--- src/rtl/sg_elem_requester.sv ---
// rtl/sg_elem_requester.sv - splits SG elements into size-bounded PCIe read requests under tag credits
// Define SG_REQ_4K_SPLIT_EN to also cut requests at 4 KB address boundaries.
module sg_elem_requester #(
  parameter int C_MAX_READ_REQ = 2,
  parameter int C_MAX_TAGS     = 4
) (
  input  logic        CLK,
  input  logic        RST,
  input  logic [2:0]  CONFIG_MAX_READ_REQUEST_SIZE,
  input  logic        XFER_START,
  input  logic [31:0] XFER_LEN,
  output logic        XFER_REQ_DONE,
  input  logic [63:0] SG_ELEM_ADDR,
  input  logic [31:0] SG_ELEM_LEN,
  input  logic        SG_ELEM_RDY,
  output logic        SG_ELEM_REN,
  output logic        RX_REQ,
  input  logic        RX_REQ_ACK,
  output logic [1:0]  RX_REQ_TAG,
  output logic [63:0] RX_REQ_ADDR,
  output logic [9:0]  RX_REQ_LEN,
  input  logic        TAG_FREE
);
  localparam logic [2:0] S_IDLE  = 3'd0;
  localparam logic [2:0] S_FETCH = 3'd1;
  localparam logic [2:0] S_CALC  = 3'd2;
  localparam logic [2:0] S_REQ   = 3'd3;
  localparam logic [2:0] S_DONE  = 3'd4;

  localparam logic [2:0] MAX_CODE = 3'(C_MAX_READ_REQ);
  localparam logic [2:0] MAX_TAGS = 3'(C_MAX_TAGS);

  logic [2:0]  state_q, state_d;
  logic [63:0] addr_q, addr_d;
  logic [31:0] elem_rem_q, elem_rem_d;
  logic [31:0] xfer_rem_q, xfer_rem_d;
  logic [10:0] max_words_q, max_words_d;
  logic [10:0] len_q, len_d;
  logic [1:0]  tag_q, tag_d;
  logic [2:0]  outstanding_q, outstanding_d;

  logic [2:0]  size_code;
  logic [10:0] bound_len;
  logic        rx_req;
  logic        ack_fire;

  assign size_code = (CONFIG_MAX_READ_REQUEST_SIZE < MAX_CODE) ? CONFIG_MAX_READ_REQUEST_SIZE : MAX_CODE;
  assign rx_req    = (state_q == S_REQ) && (outstanding_q < MAX_TAGS);
  assign ack_fire  = rx_req && RX_REQ_ACK;

  // Next request length: smallest of the remaining element, remaining transfer, size cap and page room.
  always_comb begin
    bound_len = max_words_q;
    if (xfer_rem_q < {21'd0, bound_len}) bound_len = xfer_rem_q[10:0];
    if (elem_rem_q < {21'd0, bound_len}) bound_len = elem_rem_q[10:0];
`ifdef SG_REQ_4K_SPLIT_EN
    if ((11'h400 - {1'b0, addr_q[11:2]}) < bound_len) bound_len = 11'h400 - {1'b0, addr_q[11:2]};
`endif
  end

  always_comb begin
    state_d       = state_q;
    addr_d        = addr_q;
    elem_rem_d    = elem_rem_q;
    xfer_rem_d    = xfer_rem_q;
    max_words_d   = max_words_q;
    len_d         = len_q;
    tag_d         = tag_q;
    outstanding_d = outstanding_q;
    case (state_q)
      S_IDLE: begin
        if (XFER_START) begin
          xfer_rem_d  = XFER_LEN;
          max_words_d = 11'd32 << size_code;
          state_d     = (XFER_LEN == 32'd0) ? S_DONE : S_FETCH;
        end
      end
      S_FETCH: begin
        if (SG_ELEM_RDY) begin
          addr_d     = {SG_ELEM_ADDR[63:2], 2'b00};
          elem_rem_d = SG_ELEM_LEN;
          state_d    = (SG_ELEM_LEN == 32'd0) ? S_FETCH : S_CALC;
        end
      end
      S_CALC: begin
        len_d   = bound_len;
        state_d = S_REQ;
      end
      S_REQ: begin
        if (ack_fire) begin
          addr_d     = addr_q + {51'd0, len_q, 2'b00};
          elem_rem_d = elem_rem_q - {21'd0, len_q};
          xfer_rem_d = xfer_rem_q - {21'd0, len_q};
          tag_d      = tag_q + 2'd1;
          // Any element leftover is dropped once the transfer is satisfied.
          if (xfer_rem_d == 32'd0)      state_d = S_DONE;
          else if (elem_rem_d == 32'd0) state_d = S_FETCH;
          else                          state_d = S_CALC;
        end
      end
      S_DONE:  state_d = S_IDLE;
      default: state_d = S_IDLE;
    endcase
    if (ack_fire && !TAG_FREE)
      outstanding_d = outstanding_q + 3'd1;
    else if (!ack_fire && TAG_FREE && (outstanding_q != 3'd0))
      outstanding_d = outstanding_q - 3'd1;
  end

  always_ff @(posedge CLK) begin
    if (RST) begin
      state_q       <= S_IDLE;
      addr_q        <= '0;
      elem_rem_q    <= '0;
      xfer_rem_q    <= '0;
      max_words_q   <= '0;
      len_q         <= '0;
      tag_q         <= '0;
      outstanding_q <= '0;
    end else begin
      state_q       <= state_d;
      addr_q        <= addr_d;
      elem_rem_q    <= elem_rem_d;
      xfer_rem_q    <= xfer_rem_d;
      max_words_q   <= max_words_d;
      len_q         <= len_d;
      tag_q         <= tag_d;
      outstanding_q <= outstanding_d;
    end
  end

  assign XFER_REQ_DONE = (state_q == S_DONE);
  assign SG_ELEM_REN   = (state_q == S_FETCH) && SG_ELEM_RDY;
  assign RX_REQ        = rx_req;
  assign RX_REQ_TAG    = tag_q;
  assign RX_REQ_ADDR   = addr_q;
  assign RX_REQ_LEN    = len_q[9:0];
endmodule

--- config.mk ---
export PLATFORM = sky130hd
export DESIGN_NAME = sg_elem_requester
export DESIGN_NICKNAME = d
export VERILOG_FILES = /design/src/rtl/sg_elem_requester.sv
export SDC_FILE = /design/constraint.sdc
export NUM_CORES = 1
export LEC_CHECK = 0
export BUFFER_PORTS_ARGS = -buffer_cell sky130_fd_sc_hd__buf_2
export CORE_MARGIN = 2
export CORE_UTILIZATION = 25
export DETAILED_ROUTE_END_ITERATION = 16
export PLACE_DENSITY = 0.43
export RECOVER_POWER = 25
export SYNTH_ARGS = -nofsm -noshare
export SYNTH_HDL_FRONTEND = slang
export SYNTH_SLANG_ARGS = --single-unit
--- constraint.sdc ---
create_clock -name CLK -period 6.8 [get_ports CLK]
set_clock_uncertainty 0.2 [all_clocks]
set_input_delay 1.7 -clock CLK [delete_from_list [all_inputs] [get_ports CLK]]
set_output_delay 1.7 -clock CLK [all_outputs]
set_load 0.05 [all_outputs]
==> results of run 1 <==
-- logic make-up after synthesis --
logic type,Yosys count,share of synthesized area [%]
AO/OA/AOI/OAI,483,30.76
XOR/XNOR,49,3.912
flip-flops,151,27.56
AND/OR/NAND/NOR,540,24.15
buffers and inverters,169,6.707
other,1,0.03419
adder cells (fa/ha/maj),53,6.319
multiplexers,6,0.5589
-- cell type report --
cell class	instances	area share (%)
multi-input combinational	1133	56.18
sequential	151	23.43
timing repair buffer	231	8.832
tap	585	5.671
clock buffer	20	3.461
inverter	56	1.629
clock inverter	11	0.7756
antenna	1	0.01939
-- tightest hold or removal path, delay by kind of cell (launching register included) --
kind            cells  cell delay (ns)
simple gates        1             0.06
flops               1             0.33
compound gates      1             0.05
-- power by group through the flow --
| stage | Clock (mW) | Sequential, mW | Combinational (mW) |
|---|---|---|---|
| 3_3_place_gp | 0 | 1.46 | 3.93 |
| 4_1_cts | 0.955 | 1.45 | 3.97 |
| 3_5_place_dp | 0 | 1.46 | 3.95 |
| 6_report | 0.922 | 1.45 | 3.95 |
| 2_1_floorplan | 0 | 1.67 | 2.70 |
| 5_1_grt | 0.980 | 1.50 | 4.34 |
-- cells in the mapped netlist, drive strengths merged (12+ instances only) --
master	number	area share, %
a2111oi	12	1.1
a211oi	68	4.7
a21o	20	1.4
a21oi	98	4.5
a311oi	38	3.0
a31oi	15	0.86
and2	14	0.82
and3	24	1.4
buf	24	1.6
clkbuf	89	3.2
dfxtp	151	28
ha	49	5.6
inv	56	1.9
nand2	120	4.1
nand2b	14	0.87
nand3	25	1.1
nand4	24	1.4
nor2	166	5.7
nor3	50	2.3
nor4	47	2.7
o211ai	19	1.3
o21ai	81	3.7
o221ai	24	1.9
o22ai	15	0.86
o31ai	12	0.82
or3	12	0.68
xnor2	30	2.4
xor2	19	1.5
-- stage by stage --
stage	cells	worst slack, ns	cell area (um^2)	hold WS (ns)	total power [mW]
2_1_floorplan	1453	2.157	10970	0.2455	4.370
3_3_place_gp	2156	1.955	12430	0.2619	5.396
3_5_place_dp	2156	1.964	12430	0.2711	5.412
4_1_cts	2187	1.967	12970	0.2815	6.369
5_1_grt	2188	1.838	12910	0.3010	6.818
6_report	2188	1.982	12910	0.2835	6.325
-- path summary, 6_finish.rpt --
path                                from                     endpoint  slack [ns]  depth (start not counted)
min reg2reg  RX_REQ_ADDR[9]$_SDFFE_PP0P_  RX_REQ_ADDR[9]$_SDFFE_PP0P_        0.28                          2
max reg2reg  xfer_rem_q[12]$_SDFFE_PP0P_        len_q[3]$_SDFFE_PP0N_        2.15                         16
min          RX_REQ_ADDR[9]$_SDFFE_PP0P_  RX_REQ_ADDR[9]$_SDFFE_PP0P_        0.28                          2
max                          SG_ELEM_RDY                  SG_ELEM_REN        1.98                          6
-- per-layer routing --
metal	wire length (um)	GRT usage, %	vias up
li1	-	-	5769
met1	21780	27.93	5701
met2	20640	31.31	349
met3	2459	3.735	30
met4	760	4.382	0
met5	0	0	-
-- flip-flops by register name, summed over array words and instances, names as in the netlist --
signal and cells:
RX_REQ_ADDR 62, RX_REQ_TAG 2, elem_rem_q 32, len_q 11, max_words_q 6, outstanding_q 3, state_q 3, xfer_rem_q 32
==> flow_summary.toml, run 1 <==
[min_path]
holdCritPathClass = "flop to flop"

[sta]
max_slew_margin_pct = 22.58
fin_tns_setup_ns = 0
timing.final.crit_share_pct = 70.86
finalMaxSlewViolations = 0
timing.fmax_mhz = 207.5
min_period_ns = 4.818
worst_pin_slew_ns = 1.158
finalSetupViolCount = 0
rsz0062_at_grt = "false"
hold_viol_final = 0

[drt]
drc_errors = 0
ant_nets = 0
dr.pass1.iters = 6
routedWlPerCell_um = 20.86
wirelength_um = 45630
drtIter0Drc = 1074
vias_per_cell = 5.415
num_vias = 11850

[setup_path]
arrival_ns = 2.92
path_delay_family = "buffers and inverters"
slowest_delay_ns = 0.33
cp-start-kind = "input pin"
crit_chain = "buf_2 -> nor2b_1 -> nand2_1 -> buf_4 -> inv_1 -> buf_2"
worstPathMaxFanout = 40
critPathKind = "input pin to primary output"
critPathBufInv = 4
cp.required_ns = 4.90
crit_slowest_cell = "nor2b_1"
crit_top_cell = "buf_2"
crit_path_end_kind = "primary output"

[cells_and_area]
layout_common_cells = "nor2_1 (166), buf_2 (155), dfxtp_1 (150)"
final_common_cell = "nor2_1"
final_util_pct = 29.90
fin_nets = 1780
ff_latch_area_mm2 = 0.003024
syn2layout_area_growth_pct = 17.66
drive_above_1_share_pct = 14.54
n_fill_cell = 4794
multiInputGateArea_mm2 = 0.007251

[global_route]
track_usage_pct = 19.82
grt_pass1_vias = 11230
grt_pass1_wl_um = 68860
grt_start_max_net_pins = 69
grt_overflow = 0
antenna_found_initial = 1

[clocking]
clk_path_buf_depth = 2
cts.sink_count = 151
postCtsSetupBuffers = 0
cts.clk_slew.worst_paths_ns = 0.07
worstSkewPairLatency_ns = 0.45
cts_tree = "built"
cts_hold_buf = 0
clockRootBuffer = "clkbuf_16"
htreeDepth = 4
ctsResizeCount = 0
numCtsBuffers = 17

[placement]
io_buffers = 211
dp_hpwl_um = 34150
place_congestion = 0.8827

[synthesis]
synth-edff-count = 0
yosys_warnings = 0
synthFlopType = "dfxtp_1"
ys_ff_latch = 151
syn_area_mm2 = 0.01097
synth_area_per_cell_um2 = 7.555
ys_seq_area_share_pct = 27.56
yosysUniqueCellTypes = 83
async_flop_share_pct = 0
syn_inst = 1452

[pwr]
p_per_area_mw_per_mm2 = 490.1
power.switching_mw = 3.354
p_sw_share_pct = 53.03
internal_power_mw = 2.971
p_leak_nw = 4.881
clkPwrFrac_pct = 14.6
comb_power_share_pct = 62.5
power_frac_seq_pct = 23.0
ir_worst_vdd_v = 0.0001669

[floorplanning]
dieWidth_um = 213.5
ioPinCount = 216
core_area_mm2 = 0.04317
die_area_mm2 = 0.04557
die_h_um = 213.5
rows = 76
initial_core_util_pct = 25.41

[job]
cap_viol_max_count = 0

[outcome]
status = "finished clean"
No activity file was read; power rests on OpenSTA's default activity.
==> inputs of run 2 (changes only) <==
==> constraint.sdc (replaced) <==
create_clock -name CLK -period 4.7 [get_ports CLK]
set_clock_uncertainty 0.2 [all_clocks]
set_input_delay 1.175 -clock CLK [delete_from_list [all_inputs] [get_ports CLK]]
set_output_delay 1.175 -clock CLK [all_outputs]
set_load 0.05 [all_outputs]
==> run 2 against run 1 <==
Utilization grew 0.51 points. Sequential power grew 46%. Sequential share of layout area decreased by 0.39 points. Final area grew 1.7%. Via count rose by 1.2%. Routed wire length up 0.91%. Count of clock-buffer cells in the layout decreased by 2. Die area unchanged. First-iteration DRC count fell by 19%. Worst hold slack lost 0.018 ns.
==> flow_summary.toml, run 2 (synthesis results as in run 1) <==
[outcome]
status = "finished clean"

[sta]
finalMaxSlewViolations = 0
timing.hold.ws_ns = 0.2651
worst_pin_slew_ns = 1.085
timing.final.crit_share_pct = 90.70
fin_tns_setup_ns = 0
fin_ws_ns = 0.4370
hold_viol_final = 0
rsz0062_at_grt = "false"
finalSetupViolCount = 0
timing.fmax_mhz = 234.6
min_period_ns = 4.263
max_slew_margin_pct = 25.77

[clocking]
cts.clk_slew.worst_paths_ns = 0.06
cts_hold_buf = 0
clockRootBuffer = "clkbuf_16"
clk_path_buf_depth = 2
cts_tree = "built"
numCtsBuffers = 17
postCtsSetupBuffers = 0
cts.sink_count = 151
htreeDepth = 4
worstSkewPairLatency_ns = 0.45

[pwr]
total_power_mw = 9.447
ir_worst_vdd_v = 0.0002712
p_sw_share_pct = 52.00
internal_power_mw = 4.535
power_frac_seq_pct = 22.4
power.switching_mw = 4.912
comb_power_share_pct = 61.4
p_per_area_mw_per_mm2 = 719.8
clkPwrFrac_pct = 16.2
p_leak_nw = 4.988

[setup_path]
cp-start-kind = "flop"
r2r_slack_ns = 0.44
arrival_ns = 4.35
critPathKind = "flop to flop"
crit_path_end_kind = "flop"
worstPathMaxFanout = 22
cp.required_ns = 4.79
r2r_cells = 16

[global_route]
grt_pass1_wl_um = 69140
grt_pass1_vias = 11440
grt_start_max_net_pins = 64
antenna_found_initial = 3
track_usage_pct = 19.91
grt_overflow = 0

[floorplanning]
dieWidth_um = 213.5
die_area_mm2 = 0.04557
ioPinCount = 216
core_area_mm2 = 0.04317
die_h_um = 213.5
initial_core_util_pct = 25.41
rows = 76

[drt]
ant_nets = 0
routedWlPerCell_um = 20.90
dr.pass1.iters = 5
wirelength_um = 46050
num_vias = 11990
vias_per_cell = 5.444
drc_errors = 0
drtIter0Drc = 874

[cells_and_area]
n_fill_cell = 4778
final_common_cell = "nor2_1"
syn2layout_area_growth_pct = 19.65
fin_nets = 1794
drive_above_1_share_pct = 15.40
largest_register_ff_count = 62
layout_common_cells = "nor2_1 (166), buf_2 (154), dfxtp_1 (150)"
finalInstanceArea_mm2 = 0.01313

[placement]
placed_area_mm2 = 0.01256
dp_hpwl_um = 34720
dp_slack_ns = 0.2764
io_buffers = 211
place_congestion = 0.8588

[job]
cap_viol_max_count = 0

[min_path]
holdCritPathClass = "flop to flop"
whs_path_depth = 1
==> run 2: changes by cell type in the layout (fill, tap and decap cells not counted), sizes merged <==
cell | previous run | this run
bufinv | 1 | 4
clkinv | 6 | 5
clkbuf | 75 | 74
clkinvlp | 2 | 3
buf | 176 | 189
==> run 2: power groups by stage <==
stage                     clock network (mW)  registers, mW  logic (mW)
after CTS                               1.57           2.10        5.82
after global routing                    1.62           2.17        6.38
final                                   1.54           2.11        5.80
after detailed placement                   0           2.13        5.79
after floorplan                            0           2.42        3.91
after global placement                     0           2.13        5.77
==> run 2: final timing paths <==
path                           startpoint                            to
max           xfer_rem_q[12]$_SDFFE_PP0P_         len_q[3]$_SDFFE_PP0N_
min          RX_REQ_ADDR[63]$_SDFFE_PP0P_  RX_REQ_ADDR[63]$_SDFFE_PP0P_
max reg2reg   xfer_rem_q[12]$_SDFFE_PP0P_         len_q[3]$_SDFFE_PP0N_
min reg2reg  RX_REQ_ADDR[63]$_SDFFE_PP0P_  RX_REQ_ADDR[63]$_SDFFE_PP0P_
==> run 2: metrics by stage <==
step / std cells / utilization [%]
global placement: 2170 / 29.08
floorplan: 1453 / -
CTS: 2202 / 30.56
global route: 2203 / 30.40
detailed placement: 2170 / 29.08
finish: 2203 / 30.40
==> run 2: layer usage <==
metal  track usage (%)  share of wire (%)  vias to the layer above
met5                 0              0.037                        -
met4             5.843                2.4                        4
met3             3.954                6.2                       52
met2             30.63                 44                      372
met1             28.03                 47                     5768
li1                  -                  -                     5798
==> run 2: worst max-delay path: stages (launching register included) <==
cell	delay (ns)
dfxtp_1	0.39
or4_1	0.60
nor4_2	0.42
nand3_1	0.19
nor2_1	0.22
buf_12	0.18
nor2_1	0.05
a21oi_1	0.19
ha_1	0.29
a21o_1	0.17
a21o_1	0.17
a21oi_1	0.17
and3_1	0.19
o31ai_2	0.06
buf_4	0.22
a311oi_1	0.31
a211oi_1	0.08
==> run 2: final cells by class <==
type | count | area (um^2) | area share (%)
multi-input cells | 1133 | 7252 | 55.25
flip-flops and latches | 151 | 3024 | 23.04
repair buffers | 245 | 1269 | 9.666
well taps | 585 | 732.0 | 5.577
clock buffers | 18 | 439.2 | 3.346
inverters | 56 | 210.2 | 1.602
clock inverters | 14 | 196.4 | 1.497
diodes | 1 | 2.502 | 0.01907
==> run 2: repair_timing <==
| action | CTS | global route |
|---|---|---|
| endpoints found under the hold margin | 0 | 0 |
| endpoints found under the setup margin | 0 | 5 |
| gates resized for setup | 0 | 1 |
